### src/rtl/display_scan_ctrl.sv
// ============================================================================
// display_scan_ctrl : time-multiplexed seven-segment scan with blanking
// Revision: 1.0
// ============================================================================
`default_nettype none

module display_scan_ctrl #(
  parameter int N_DIGITS  = 4,
  parameter int TICK_DIV  = 50000,
  parameter int BLANK_CYC = 8
) (
  input  logic                        clk,
  input  logic                        rst_n,
  input  logic                        en,
  input  logic                        load,
  input  logic [5*N_DIGITS-1:0]       data_in,
  input  logic [N_DIGITS-1:0]         blank_in,
  output logic                        load_ack,
  output logic [4:0]                  code,
  output logic [N_DIGITS-1:0]         an_n,
  output logic [$clog2(N_DIGITS)-1:0] digit_idx,
  output logic                        frame_done
);

  localparam int CNT_W = $clog2(TICK_DIV);
  localparam int IDX_W = $clog2(N_DIGITS);

  typedef enum logic [1:0] {
    S_OFF   = 2'd0,
    S_BLANK = 2'd1,
    S_DRIVE = 2'd2
  } state_e;

  state_e                  state_q;
  logic [CNT_W-1:0]        cnt_q;
  logic [5*N_DIGITS-1:0]   pend_val_q;
  logic [N_DIGITS-1:0]     pend_blank_q;
  logic                    pend_flag_q;
  logic [5*N_DIGITS-1:0]   act_val_q,   act_val_d;
  logic [N_DIGITS-1:0]     act_blank_q, act_blank_d;
  logic [IDX_W-1:0]        idx_inc;
  logic                    slot_end;
  logic                    wrap;
  logic                    xfer;

  // A transfer edge is any entry into BLANK at digit 0 (wrap or power-on from OFF).
  always_comb begin
    slot_end    = (state_q == S_DRIVE) && (cnt_q == CNT_W'(TICK_DIV - 1));
    wrap        = slot_end && (digit_idx == IDX_W'(N_DIGITS - 1));
    idx_inc     = wrap ? '0 : digit_idx + IDX_W'(1);
    xfer        = en && ((state_q == S_OFF) || wrap);
    act_val_d   = act_val_q;
    act_blank_d = act_blank_q;
    if (xfer) begin
      if (load) begin
        act_val_d   = data_in;
        act_blank_d = blank_in;
      end else if (pend_flag_q) begin
        act_val_d   = pend_val_q;
        act_blank_d = pend_blank_q;
      end
    end
  end

  always_ff @(posedge clk or negedge rst_n) begin
    if (!rst_n) begin
      state_q      <= S_OFF;
      cnt_q        <= '0;
      digit_idx    <= '0;
      an_n         <= '1;
      code         <= 5'd0;
      load_ack     <= 1'b0;
      frame_done   <= 1'b0;
      pend_val_q   <= '0;
      pend_blank_q <= '1;
      pend_flag_q  <= 1'b0;
      act_val_q    <= '0;
      act_blank_q  <= '1;
    end else begin
      load_ack    <= load;
      frame_done  <= 1'b0;
      act_val_q   <= act_val_d;
      act_blank_q <= act_blank_d;

      if (xfer) begin
        pend_flag_q <= 1'b0;
      end else if (load) begin
        pend_val_q   <= data_in;
        pend_blank_q <= blank_in;
        pend_flag_q  <= 1'b1;
      end

      if (!en) begin
        state_q   <= S_OFF;
        cnt_q     <= '0;
        digit_idx <= '0;
        an_n      <= '1;
        code      <= 5'd0;
      end else begin
        case (state_q)
          S_OFF: begin
            state_q   <= S_BLANK;
            cnt_q     <= '0;
            digit_idx <= '0;
            an_n      <= '1;
            code      <= act_val_d[4:0];
          end
          S_BLANK: begin
            cnt_q <= cnt_q + CNT_W'(1);
            if (cnt_q == CNT_W'(BLANK_CYC - 1)) begin
              state_q <= S_DRIVE;
              an_n    <= act_blank_q[digit_idx] ? '1
                                                : ~(N_DIGITS'(1) << digit_idx);
            end
          end
          S_DRIVE: begin
            if (slot_end) begin
              state_q    <= S_BLANK;
              cnt_q      <= '0;
              digit_idx  <= idx_inc;
              an_n       <= '1;
              code       <= act_val_d[5*int'(idx_inc) +: 5];
              frame_done <= wrap;
            end else begin
              cnt_q <= cnt_q + CNT_W'(1);
            end
          end
          default: begin
            state_q <= S_OFF;
            cnt_q   <= '0;
            an_n    <= '1;
            code    <= 5'd0;
          end
        endcase
      end
    end
  end

endmodule

`default_nettype wire

### config.mk
export PLATFORM = sky130hd
export DESIGN_NAME = display_scan_ctrl
export DESIGN_NICKNAME = d
export VERILOG_FILES = /design/src/rtl/display_scan_ctrl.sv
export SDC_FILE = /design/constraint.sdc
export NUM_CORES = 1
export LEC_CHECK = 0
export ABC_AREA = 1
export CORE_ASPECT_RATIO = 0.75
export CORE_UTILIZATION = 25
export CTS_BUF_LIST = sky130_fd_sc_hd__clkbuf_16
export DETAILED_ROUTE_END_ITERATION = 12
export DONT_BUFFER_PORTS = 1
export SLEW_MARGIN = 20
export SYNTH_ARGS = -nofsm -noshare
export SYNTH_HDL_FRONTEND = slang
export SYNTH_SLANG_ARGS = --single-unit
export TNS_END_PERCENT = 100
### constraint.sdc
create_clock -name clk -period 4.2 [get_ports clk]
set_input_delay 0.84 -clock clk [delete_from_list [all_inputs] [get_ports clk]]
set_output_delay 0.84 -clock clk [all_outputs]
set_load 0.02 [all_outputs]
==> reports/results.txt <==
The number of buffers and inverters on the critical path is 3. The number of antenna violations at the first check in global routing was 0. The prevailing post-synth register cell is dfrtp_1. By instance count, the leading cell after synthesis is nand2_1.

Setup repair after global routing left no endpoint under its margin. In this run the worst setup path begins at state_q[0]$_DFFE_PN0P_. The signal on the critical path passes through inv_1, ha_1, nand2_1, nor2_2, nand4_2, nand2_2, inv_2, nand2_1, buf_4, o21ai_0. The number of cells on the worst reg-to-reg path is 10, and the average cell area after synthesis is 8.07 um^2. Routability-driven placement finished with a final weighted congestion of 0.801.

The detailed router placed 3349 vias in this run. In this design, the stage delay of the slowest critical-path cell is 0.56 ns. The run gives 0.256 as the initial standard-cell utilization of the core. Clock-pin slew was measured on the worst setup and hold paths at 0.06 ns. The critical path launch point type is a flop. Summed over all layers, the routed wires come to 10100 um. The longest clock path from root to sink contains 2 buffers. The layout overhead on the synthesized area was 11.0%; the via count of the first global-routing pass was 3236. After clock tree synthesis, the repair step resized 0 gates. The fraction of synthesized cell area taken by the top area cell type works out to 0.395. The logs give 0.00975 ns for the setup skew after layout and 41 for the number of top-level pins. Counting I/O delays and the setup requirement, the final critical path takes 3.35 ns.

The master of the slowest instance on the critical path is nand2_2. For the leakage power figure, the log shows 2.13 nW. The tools report the part of the Yosys area used for sequential elements as 0.469.

In this run, the number of DRC markers left after iteration 0 of detailed routing was 242. The Yosys step of the flow raised 0 warnings. Setup violations remaining at the end of the flow were counted as 0. The first global-routing pass estimated 17500 um of wire.

The post-synthesis cell type count was 38. The worst setup path is of the flop to flop kind. The number of pins exceeding their max-slew limit in the final report is 0.

The kind of path behind the tightest hold check was input pin to asynchronous set/reset pin. Sort of element at the end of the critical path: a flop. Using the TritonRoute via totals, the vias-per-cell ratio works out to 4.50. The capture instance of the worst register-to-register path was pend_val_q[10]$_DFFE_PN0P_.

At the end of the flow, the number of nets in the layout was 561. Entering global routing, the biggest net connects 81 pins. The number of synthesized flops with an enable pin is 0, and the final standard cell area without fillers is 4780 um^2.

The H-tree was split into 3 levels. In this design, the critical path's most frequently occurring cell is nand2_1. The fraction of layout cells with a size suffix above 1 works out to 0.102. The region available for standard cell placement spans 16800 um^2. For the standard-cell row count, the log shows 41. TritonCTS created 9 clock buffers. In the synthesized netlist, the number of instances is 533.

The combined global-route utilization of all metal layers was 0.127. The floorplan step defined a die boundary enclosing 17700 um^2. The worst vdd rail ir drop came out at 254 uV. Yosys attributes the largest share of cell area to dfrtp_1, nand2_1, nand3_1. The maximum clock frequency is 298 MHz, and the clock sink total is 80. After detailed routing, the average wire length per cell comes to 13.6 um.

The number of synthesized register bits is 80. When the netlist entered floorplanning its net count stood at 570. Summing all placed instances gives a cell area of 4460 um^2. After synthesis the cells add up to 4300 um^2. The tree is rooted in a clkbuf_16.

The completed layout was analyzed and its total power is 2.95 mW. The number of buffers inserted by port buffering came out at 0. Counting tap cells, the placed design contains a total of 728 instances.

Dividing total power by cell area gives a power density of 617 nW/um^2. The detailed-router iteration count before antenna repair was 5; the x dimension of the die was 153 um. In the routed design, unresolved DRC markers number 0.

The run gives 0.284 as the utilization after layout. The data required time of the critical path was 4.42 ns. Timing analysis after detailed placement gives a worst setup slack of 0.863 ns. The hold buffer count at cts is 0, and the vertical extent of the die is 116 um.

In this run the critical register-to-register path is launched from state_q[0]$_DFFE_PN0P_. The detailed-placement wirelength estimate came out at 7280 um. TritonCTS built the clock tree. The worst path meets setup with 0.847 ns of slack.

Across all register-to-register paths, the minimum setup slack is 0.85 ns. By count the netlist is led by nand2_1, dfrtp_1, nand3_1, inv_1, o21ai_0. The largest total area in the synthesized netlist belongs to dfrtp_1. The transition time at the pin with the least slew margin works out to 0.850 ns. The portion of the clock cycle consumed by the worst path in the final layout came out at 0.798.

Across all hold checks on the routed design, the worst slack comes to 0.191 ns. The cell family contributing the most delay on the critical path was simple AND/OR/NAND/NOR gates. The later pin in the worst-skew pair is clocked with a latency of 0.35 ns. 0 antenna diodes ended up in the layout. The logs give 0 for the total grt overflow and 0 for the number of routed nets with antenna violations. The flow ran to the end, and the final reports show no timing, DRC or antenna violations. At the worst endpoint, the arrival time is 3.57 ns. The logs give 0.433 for the worst relative slew slack and 0 for the hold violation count in the final report.

In the final timing run, aggregate negative setup slack is 0 ns. The share of flip-flops with an asynchronous set or reset came out at 1.00. Once layout is complete, the cells apart from fillers number 744. The number of violations of the max-capacitance limit is 0.

Along the worst path, the maximum fanout reaches 24. Once the clock tree was built, the setup fixing pass inserted 0 buffers.
==> layout make-up <==
cell class | instances | area, um^2
fill | 1817 | 12000
sequential | 80 | 2020
multi-input combinational | 369 | 1930
tap | 215 | 269
inverter | 62 | 233
clock buffer | 9 | 225
clock inverter | 7 | 88.8
timing repair buffer | 2 | 15.0
==> worst max path at each step <==
stage	endpoint	slack [ns]	depth (start not counted)
2_1_floorplan	code[3]$_DFFE_PN0P_	2.20	12
3_3_place_gp	pend_val_q[7]$_DFFE_PN0P_	0.93	10
3_5_place_dp	pend_val_q[7]$_DFFE_PN0P_	0.86	10
4_1_cts	pend_val_q[10]$_DFFE_PN0P_	0.84	10
5_1_grt	pend_val_q[13]$_DFFE_PN0P_	0.35	11
6_report	pend_val_q[10]$_DFFE_PN0P_	0.85	10
==> power by group <==
group / internal [mW] / switching, mW
Combinational: 0.343 / 0.570
Clock: 0.516 / 0.317
Sequential: 1.02 / 0.178
==> sequential cells by signal, indices dropped and copies added (netlist names) <==
register,cells
digit_idx,2
pend_blank_q,4
pend_flag_q,1
pend_val_q,20
frame_done,1
state_q,2
load_ack,1
act_val_q,20
code,5
act_blank_q,4
cnt_q,16
an_n,4
==> layer usage <==
metal / vias to the layer above / track usage / share of wire
met3: 16 / 0.0374 / 0.052
li1: 1719 / - / -
met5: - / 0 / 0
met1: 1542 / 0.196 / 0.56
met4: 0 / 0.0460 / 0.018
met2: 72 / 0.160 / 0.37
==> kinds of logic after synthesis <==
logic type | share of synthesized area
adder cells (fa/ha/maj) | 0.0262
AND/OR/NAND/NOR | 0.288
AO/OA/AOI/OAI | 0.101
flip-flops | 0.469
XOR/XNOR | 0.0102
buffers and inverters | 0.0829
multiplexers | 0.0236
==> worst register-to-register path, delay by kind of cell (launching register included) <==
kind	cells	cell delay, ns
and+or+nand+nor	5	1.80
AOI/OAI and AO/OA	1	0.12
buffers and inverters	3	0.58
adders and majority gates	1	0.34
DFF	1	0.40
==> layout by cell type (no fill, tap or decap), drive strengths merged, types with 4 or more instances in the layout <==
cell    synthesis  final
a31oi           8      8
mux2            9      9
xor2            4      4
o221ai          5      5
o21ai          52     52
and2           20     20
nand2         129    129
a21oi           6      6
dfrtp          68     68
nor3            7      7
inv            61     63
clkbuf          5      9
nor2           39     39
nand3          66     66
ha              9      9
dfstp          12     12
No activity file was read; power rests on OpenSTA's default activity.
